### src/rtl/uart_rx_pkg.sv
// Shared definitions for the UART receive path.
// - rx_state_e   : frame FSM states.
// - SMP_OFS_*    : sample points relative to the middle of a bit period
//                  (three majority samples, then the resolve point).
// - PAR_EVEN/ODD : encodings of the PAR_TYP input.
package uart_rx_pkg;

   typedef enum logic [2:0] {
      IDLE,
      START,
      DATA,
      PARITY,
      STOP,
      DONE
   } rx_state_e;

   localparam int SMP_OFS_EARLY   = -1;
   localparam int SMP_OFS_MID     = 0;
   localparam int SMP_OFS_LATE    = 1;
   localparam int SMP_OFS_RESOLVE = 2;

   localparam logic PAR_EVEN = 1'b0;
   localparam logic PAR_ODD  = 1'b1;

endpackage

### src/rtl/uart_rx_sampler.sv
// Bit-period counter and 3-sample majority voter.
// Ports:
//   clk_i, rst_ni  : clock, asynchronous active-low reset
//   en_i           : count while a frame is in progress; clears the counter otherwise
//   rx_i           : synchronized serial line
//   prescale_i     : oversampling ratio (cycles per bit)
//   bit_val_o      : majority of the three samples of the current bit
//   resolve_o      : one-cycle strobe when bit_val_o is valid for this bit
//   bit_end_o      : last cycle of the current bit period
module uart_rx_sampler
   import uart_rx_pkg::*;
#(
   parameter int PRESCALE_W = 6
) (
   input  logic                  clk_i,
   input  logic                  rst_ni,
   input  logic                  en_i,
   input  logic                  rx_i,
   input  logic [PRESCALE_W-1:0] prescale_i,
   output logic                  bit_val_o,
   output logic                  resolve_o,
   output logic                  bit_end_o
);

   logic [PRESCALE_W-1:0] edge_cnt_q, edge_cnt_d;
   logic [2:0]            smp_q, smp_d;
   logic [PRESCALE_W-1:0] half, last;

   assign half = prescale_i >> 1;
   assign last = prescale_i - PRESCALE_W'(1);

   // ">=" rather than "==" so an out-of-range count (illegal or changed
   // Prescale) still wraps instead of running away.
   assign bit_end_o = (edge_cnt_q >= last);
   assign resolve_o = en_i && (edge_cnt_q == half + PRESCALE_W'(SMP_OFS_RESOLVE));
   assign bit_val_o = (smp_q[0] & smp_q[1]) | (smp_q[0] & smp_q[2]) | (smp_q[1] & smp_q[2]);

   always_comb begin
      edge_cnt_d = edge_cnt_q;
      smp_d      = smp_q;
      if (!en_i) begin
         edge_cnt_d = '0;
      end else begin
         edge_cnt_d = bit_end_o ? '0 : edge_cnt_q + PRESCALE_W'(1);
         if (edge_cnt_q == half + PRESCALE_W'(SMP_OFS_EARLY)) smp_d[0] = rx_i;
         if (edge_cnt_q == half + PRESCALE_W'(SMP_OFS_MID))   smp_d[1] = rx_i;
         if (edge_cnt_q == half + PRESCALE_W'(SMP_OFS_LATE))  smp_d[2] = rx_i;
      end
   end

   always_ff @(posedge clk_i or negedge rst_ni) begin
      if (!rst_ni) begin
         edge_cnt_q <= '0;
         smp_q      <= '1;
      end else begin
         edge_cnt_q <= edge_cnt_d;
         smp_q      <= smp_d;
      end
   end

endmodule

### src/rtl/uart_rx_frame.sv
// UART receiver: start detect, LSB-first data, optional parity, stop check.
// Ports:
//   CLK, RST    : oversampling clock, asynchronous active-low reset
//   RX_IN       : serial line (idle high, asynchronous to CLK)
//   PAR_EN      : parity bit follows the data bits
//   PAR_TYP     : 0 even, 1 odd parity
//   Prescale    : oversampling ratio (8, 16 or 32)
//   P_DATA      : last accepted byte
//   data_valid  : one-cycle pulse, frame accepted
//   par_err     : one-cycle pulse, parity mismatch
//   stp_err     : one-cycle pulse, stop bit sampled low
module uart_rx_frame
   import uart_rx_pkg::*;
#(
   parameter int DATA_WIDTH = 8,
   parameter int PRESCALE_W = 6
) (
   input  logic                  CLK,
   input  logic                  RST,
   input  logic                  RX_IN,
   input  logic                  PAR_EN,
   input  logic                  PAR_TYP,
   input  logic [PRESCALE_W-1:0] Prescale,
   output logic [DATA_WIDTH-1:0] P_DATA,
   output logic                  data_valid,
   output logic                  par_err,
   output logic                  stp_err
);

   localparam int BCW = $clog2(DATA_WIDTH + 1);

   rx_state_e             state_q, state_d;
   logic [1:0]            sync_q;
   logic [BCW-1:0]        bit_cnt_q, bit_cnt_d;
   logic [DATA_WIDTH-1:0] shift_q, shift_d;
   logic [DATA_WIDTH-1:0] p_data_q, p_data_d;
   logic                  par_bad_q, par_bad_d;
   logic                  dv_q, dv_d, pe_q, pe_d, se_q, se_d;
   logic                  rx_s, cnt_en, bit_val, resolve, bit_end;

   assign rx_s   = sync_q[1];
   assign cnt_en = (state_q != IDLE) && (state_q != DONE);

   uart_rx_sampler #(
      .PRESCALE_W (PRESCALE_W)
   ) u_sampler (
      .clk_i      (CLK),
      .rst_ni     (RST),
      .en_i       (cnt_en),
      .rx_i       (rx_s),
      .prescale_i (Prescale),
      .bit_val_o  (bit_val),
      .resolve_o  (resolve),
      .bit_end_o  (bit_end)
   );

   always_comb begin
      state_d   = state_q;
      bit_cnt_d = bit_cnt_q;
      shift_d   = shift_q;
      par_bad_d = par_bad_q;
      p_data_d  = p_data_q;
      dv_d      = 1'b0;
      pe_d      = 1'b0;
      se_d      = 1'b0;
      case (state_q)
         IDLE: begin
            bit_cnt_d = '0;
            par_bad_d = 1'b0;
            if (!rx_s) state_d = START;
         end
         START: begin
            if (resolve && bit_val) state_d = IDLE;   // glitch, not a start bit
            else if (bit_end)       state_d = DATA;
         end
         DATA: begin
            if (resolve) shift_d = {bit_val, shift_q[DATA_WIDTH-1:1]};
            if (bit_end) begin
               bit_cnt_d = bit_cnt_q + BCW'(1);
               if (bit_cnt_q == BCW'(DATA_WIDTH - 1)) state_d = PAR_EN ? PARITY : STOP;
            end
         end
         PARITY: begin
            if (resolve) par_bad_d = bit_val != ((^shift_q) ^ (PAR_TYP == PAR_ODD));
            if (bit_end) state_d = STOP;
         end
         STOP: begin
            // Finish at the stop-bit resolve point so a start bit that follows
            // immediately is still seen. bit_end is a fallback for Prescale
            // values whose resolve point is never reached.
            if (resolve || bit_end) begin
               state_d = DONE;
               se_d    = !bit_val;
               pe_d    = par_bad_q;
               if (bit_val && !par_bad_q) begin
                  dv_d     = 1'b1;
                  p_data_d = shift_q;
               end
            end
         end
         DONE:    state_d = IDLE;   // result pulses are visible during this cycle
         default: state_d = IDLE;
      endcase
   end

   always_ff @(posedge CLK or negedge RST) begin
      if (!RST) begin
         state_q   <= IDLE;
         sync_q    <= 2'b11;
         bit_cnt_q <= '0;
         shift_q   <= '0;
         par_bad_q <= 1'b0;
         p_data_q  <= '0;
         dv_q      <= 1'b0;
         pe_q      <= 1'b0;
         se_q      <= 1'b0;
      end else begin
         state_q   <= state_d;
         sync_q    <= {sync_q[0], RX_IN};
         bit_cnt_q <= bit_cnt_d;
         shift_q   <= shift_d;
         par_bad_q <= par_bad_d;
         p_data_q  <= p_data_d;
         dv_q      <= dv_d;
         pe_q      <= pe_d;
         se_q      <= se_d;
      end
   end

   assign P_DATA     = p_data_q;
   assign data_valid = dv_q;
   assign par_err    = pe_q;
   assign stp_err    = se_q;

endmodule

### config.mk
export PLATFORM = sky130hd
export DESIGN_NAME = uart_rx_frame
export DESIGN_NICKNAME = d
export VERILOG_FILES = /design/src/rtl/uart_rx_pkg.sv /design/src/rtl/uart_rx_sampler.sv /design/src/rtl/uart_rx_frame.sv
export SDC_FILE = /design/constraint.sdc
export NUM_CORES = 1
export LEC_CHECK = 0
export ABC_AREA = 1
export CAP_MARGIN = 20
export CORE_MARGIN = 4
export CORE_UTILIZATION = 50
export DETAILED_ROUTE_END_ITERATION = 10
export PLACE_DENSITY_LB_ADDON = 0.25
export SLEW_MARGIN = 20
export SYNTH_ARGS = -nofsm -noshare
export SYNTH_HDL_FRONTEND = slang
export SYNTH_SLANG_ARGS = --single-unit
### constraint.sdc
create_clock -name CLK -period 2.07 [get_ports CLK]
set_input_delay 0.5175 -clock CLK [delete_from_list [all_inputs] [get_ports CLK]]
set_output_delay 0.5175 -clock CLK [all_outputs]
set_load 0.1 [all_outputs]
==> results.md <==
* Status: finished with violations
* Failing checks: setup timing
* Remaining antenna violation count at 0
* Leak pwr at 1.64 nW
* Total power at 0.00336 W
* Adder-cell area share of the yosys netlist at about 7.7%
* Crit-path slowest cell: ha_1
* Levels on crit path at 15
* Worst path cell trace: dlygate4sd2_1 > inv_2 > ha_4 > buf_4 > xnor2_1 > ha_1 > nand2_2 > nor2_2 > o21ai_2 > nand3_4 > buf_6 > o21ai_4 > nand2_1 > a21oi_1 > nor2_1
* Max incr delay on CP at roughly 0.3 ns
* Final-layout fill cell count at ~300
* Distinct cells, synth at 33
* R2R setup slack at approximately 0.14 ns
* Residual DRC at 0
* Period utilization at 116%
* Overall die area at 5960 sq um
* Worst-case vdd ir drop at 0.852 mV
* Synth top area share at 34.5%
* # clock sinks at 38
* Detail Placement HPWL at 3990 microns
* Std-Cell Rows at 24
* Core Util, Final at 73.9%
* Worst skew pair latency at 0.29 ns
* Comb power frac at around 52%
* Final Critical Period at 2.39 ns
* Leading area contributor after synthesis: dfrtp_1
* Clock slew at reported path FFs at 0.08 ns
* Pwr dens at 1010 nW/um^2
* Ports at 22
* FMAX at 418 MHz
* Worst Tran Pin Value at about 0.79 ns
* Die X at approximately 77 microns
* CTS buffer count at 5
* Via count of the first global-routing pass at about 2,300
* Antenna violations before repair at 0
* WP data required at 2.25 ns
* Max-cap violations at 0
* Syn. warnings at 0
* Synth Register Bits at 38
* Final worst slack at -0.325 ns
* Ant diodes at 0
* Simple logic cell fraction of the synthesized area at between 20% and 30%
* Core Region at around 4500 sq um
* Routed len/inst at 15.5 microns
* Cell count after synthesis at 288
* Pin count of the biggest net entering global routing at 39
* Fin. Hold Viols at 0
* Clock Path Buffers at 2
* Drt first-iter violations at 127
* Worst Path Buf+Inv at 4
* Post-synthesis net count at 313
* RD Place Congestion at just under 0.9
* RSZ-0062 raised after global routing: yes
* Layout area overhead at 39.2%
* Via count at 2,229
* Die height at roughly 77 microns
* Switching Fraction at 45.4%
* H-tree depth at 2
* Data arrival, critical path at between 2 and 3 ns
* Initial core utilization at a little over half
* CTS tree: built
* Share of the synthesized netlist area taken by xor and xnor gates at 8.42%
* Clk_skew at 0.00946 ns
* Setup Viol. Count Final at 24
* Sequential area share after synthesis at 40.0%
* Switching power at about 0.0015 W
* Layout cells sized above 1 at around two fifths
* Critical Path Fanout Max at 8
* Root buffer cell: clkbuf_8
* Kind of critical path: input port to flip-flop
* Final std cells w/o fill at 412
* Placed cell count at 394
* Setup TNS at -5.87 ns
* Largest family of logic cells by synthesized area: simple AND/OR/NAND/NOR gates
* Int Power at 0.00183 W
* PortBufs at 21
* Commonest non-fill, non-tap cells in the layout: nand2_1 (51), buf_4 (51), inv_1 (35), dfrtp_1 (33), o21ai_0 (17)
* Clock Power Share at 15.8%
* Crit path max-delay family: buffers and inverters
* Slew Viols, Final at 0
* 1st-pass router iterations at 4
* Gr ovfl total at 0
* Crit path capture type: flip-flop
* Total GRT Usage at around a fifth
* Worst slew margin at 47.3%
* # nets final at between 300 and 400
* Mux cell area share after synthesis at 0%
* HP Class: input port to asynchronous set/reset pin
* CP Launch Type: input port
* Sequential share of power at 31.9%
* Complex-gate fraction of the synthesized area at about 11%
* First-pass GRT wire length at slightly above 10,000 microns
* Path depth of the worst reg2reg path at 7
* Syn avg cell area at 8.31 sq um
* Synth Cell Area at around 2400 sq um
* Synth area leaders: dfrtp_1 (35%), nand2_1 (9.4%), ha_1 (7.3%)
* Routed wire length at 6370 microns
* Avg Vias per Cell at 5.41
==> Yosys cell counts (all sizes together) <==
master,number
inv,44
maj3,1
or2,2
buf,2
nand3,19
o21a,1
clkbuf,1
xnor2,12
ha,14
nand4,2
nor3b,2
a22oi,1
dfstp,5
o21ai,33
xor2,11
dfrtp,33
a211oi,2
nor2,25
a21oi,5
nor4,1
nand2,68
nor3,3
o221ai,1
==> cell families (layout without fill, tap and decap cells) <==
| kind of cell | Yosys count | count (layout) |
|---|---|---|
| compound gates | 43 | 43 |
| xor+xnor | 23 | 23 |
| fa+ha+maj | 15 | 15 |
| buf+inv | 47 | 117 |
| flops | 38 | 38 |
| simple gates | 122 | 124 |
==> routing by layer <==
layer	GRT usage (%)	wire length [microns]	vias to the layer above
met1	28.1	2750	1067
met5	0	0	-
met3	4.57	371	16
met4	6.58	123	0
li1	-	-	1071
met2	35.1	3120	75
==> power by group through the flow <==
stage          combinational, W  clock, W  sequential [W]
5_1_grt                 0.00194  0.000580         0.00109
3_5_place_dp            0.00154         0         0.00107
6_report                0.00176  0.000532         0.00107
3_3_place_gp            0.00150         0         0.00107
4_1_cts                 0.00165  0.000540         0.00106
2_1_floorplan          0.000965         0         0.00123
==> state kept, by name, summed over array words and instances (netlist names) <==
| signal | count |
|---|---|
| bit_cnt_q | 4 |
| shift_q | 8 |
| state_q | 3 |
| par_err | 1 |
| par_bad_q | 1 |
| sync_q | 2 |
| data_valid | 1 |
| stp_err | 1 |
| P_DATA | 8 |
| u_sampler.smp_q | 3 |
| u_sampler.edge_cnt_q | 6 |
==> what timing repair did <==
item / CTS / global route
resized for setup: 41 / 24
pin swaps: 15 / 21
hold buffers: 0 / 0
buffers inserted: 5 / 4
setup endpoints to repair: 34 / 33
gates cloned: 2 / 1
==> metrics by stage <==
step	worst slack [ns]	hold slack, ns	area, sq um
5_1_grt	-0.450	0.306	3330
6_report	-0.325	0.262	3330
4_1_cts	-0.286	0.285	3230
3_3_place_gp	-1.09	0.350	2980
3_5_place_dp	-1.19	0.353	2980
2_1_floorplan	-0.350	0.222	2470
==> worst paths after layout <==
check                            startpoint            to
max in group asynchronous               RST     sync_q[0]
min in group CLK                  sync_q[0]     sync_q[1]
worst max-delay path            Prescale[0]  bit_cnt_q[2]
worst min register to register    sync_q[0]     sync_q[1]
worst max register to register   state_q[0]    state_q[2]
worst min-delay path                    RST     P_DATA[0]
==> worst register-to-register path, stage by stage (launching register included) <==
cell	delay [ns]
dfrtp_1	0.45
nor2_2	0.17
inv_1	0.10
nor2_1	0.61
nand3_2	0.19
buf_4	0.18
buf_4	0.12
nand2_1	0.06
==> layout make-up <==
cell class | instances | area [sq um] | area share (%)
Clock buffer | 6 | 82.6 | 2.48
Timing Repair Buffer | 65 | 553 | 16.6
Inverter | 44 | 194 | 5.82
Sequential cell | 38 | 957 | 28.7
Tap cell | 52 | 65.1 | 1.95
Multi-Input combinational cell | 205 | 1470 | 44.0
Clock inverter | 2 | 12.5 | 0.376
No activity file was read; power rests on OpenSTA's default activity.
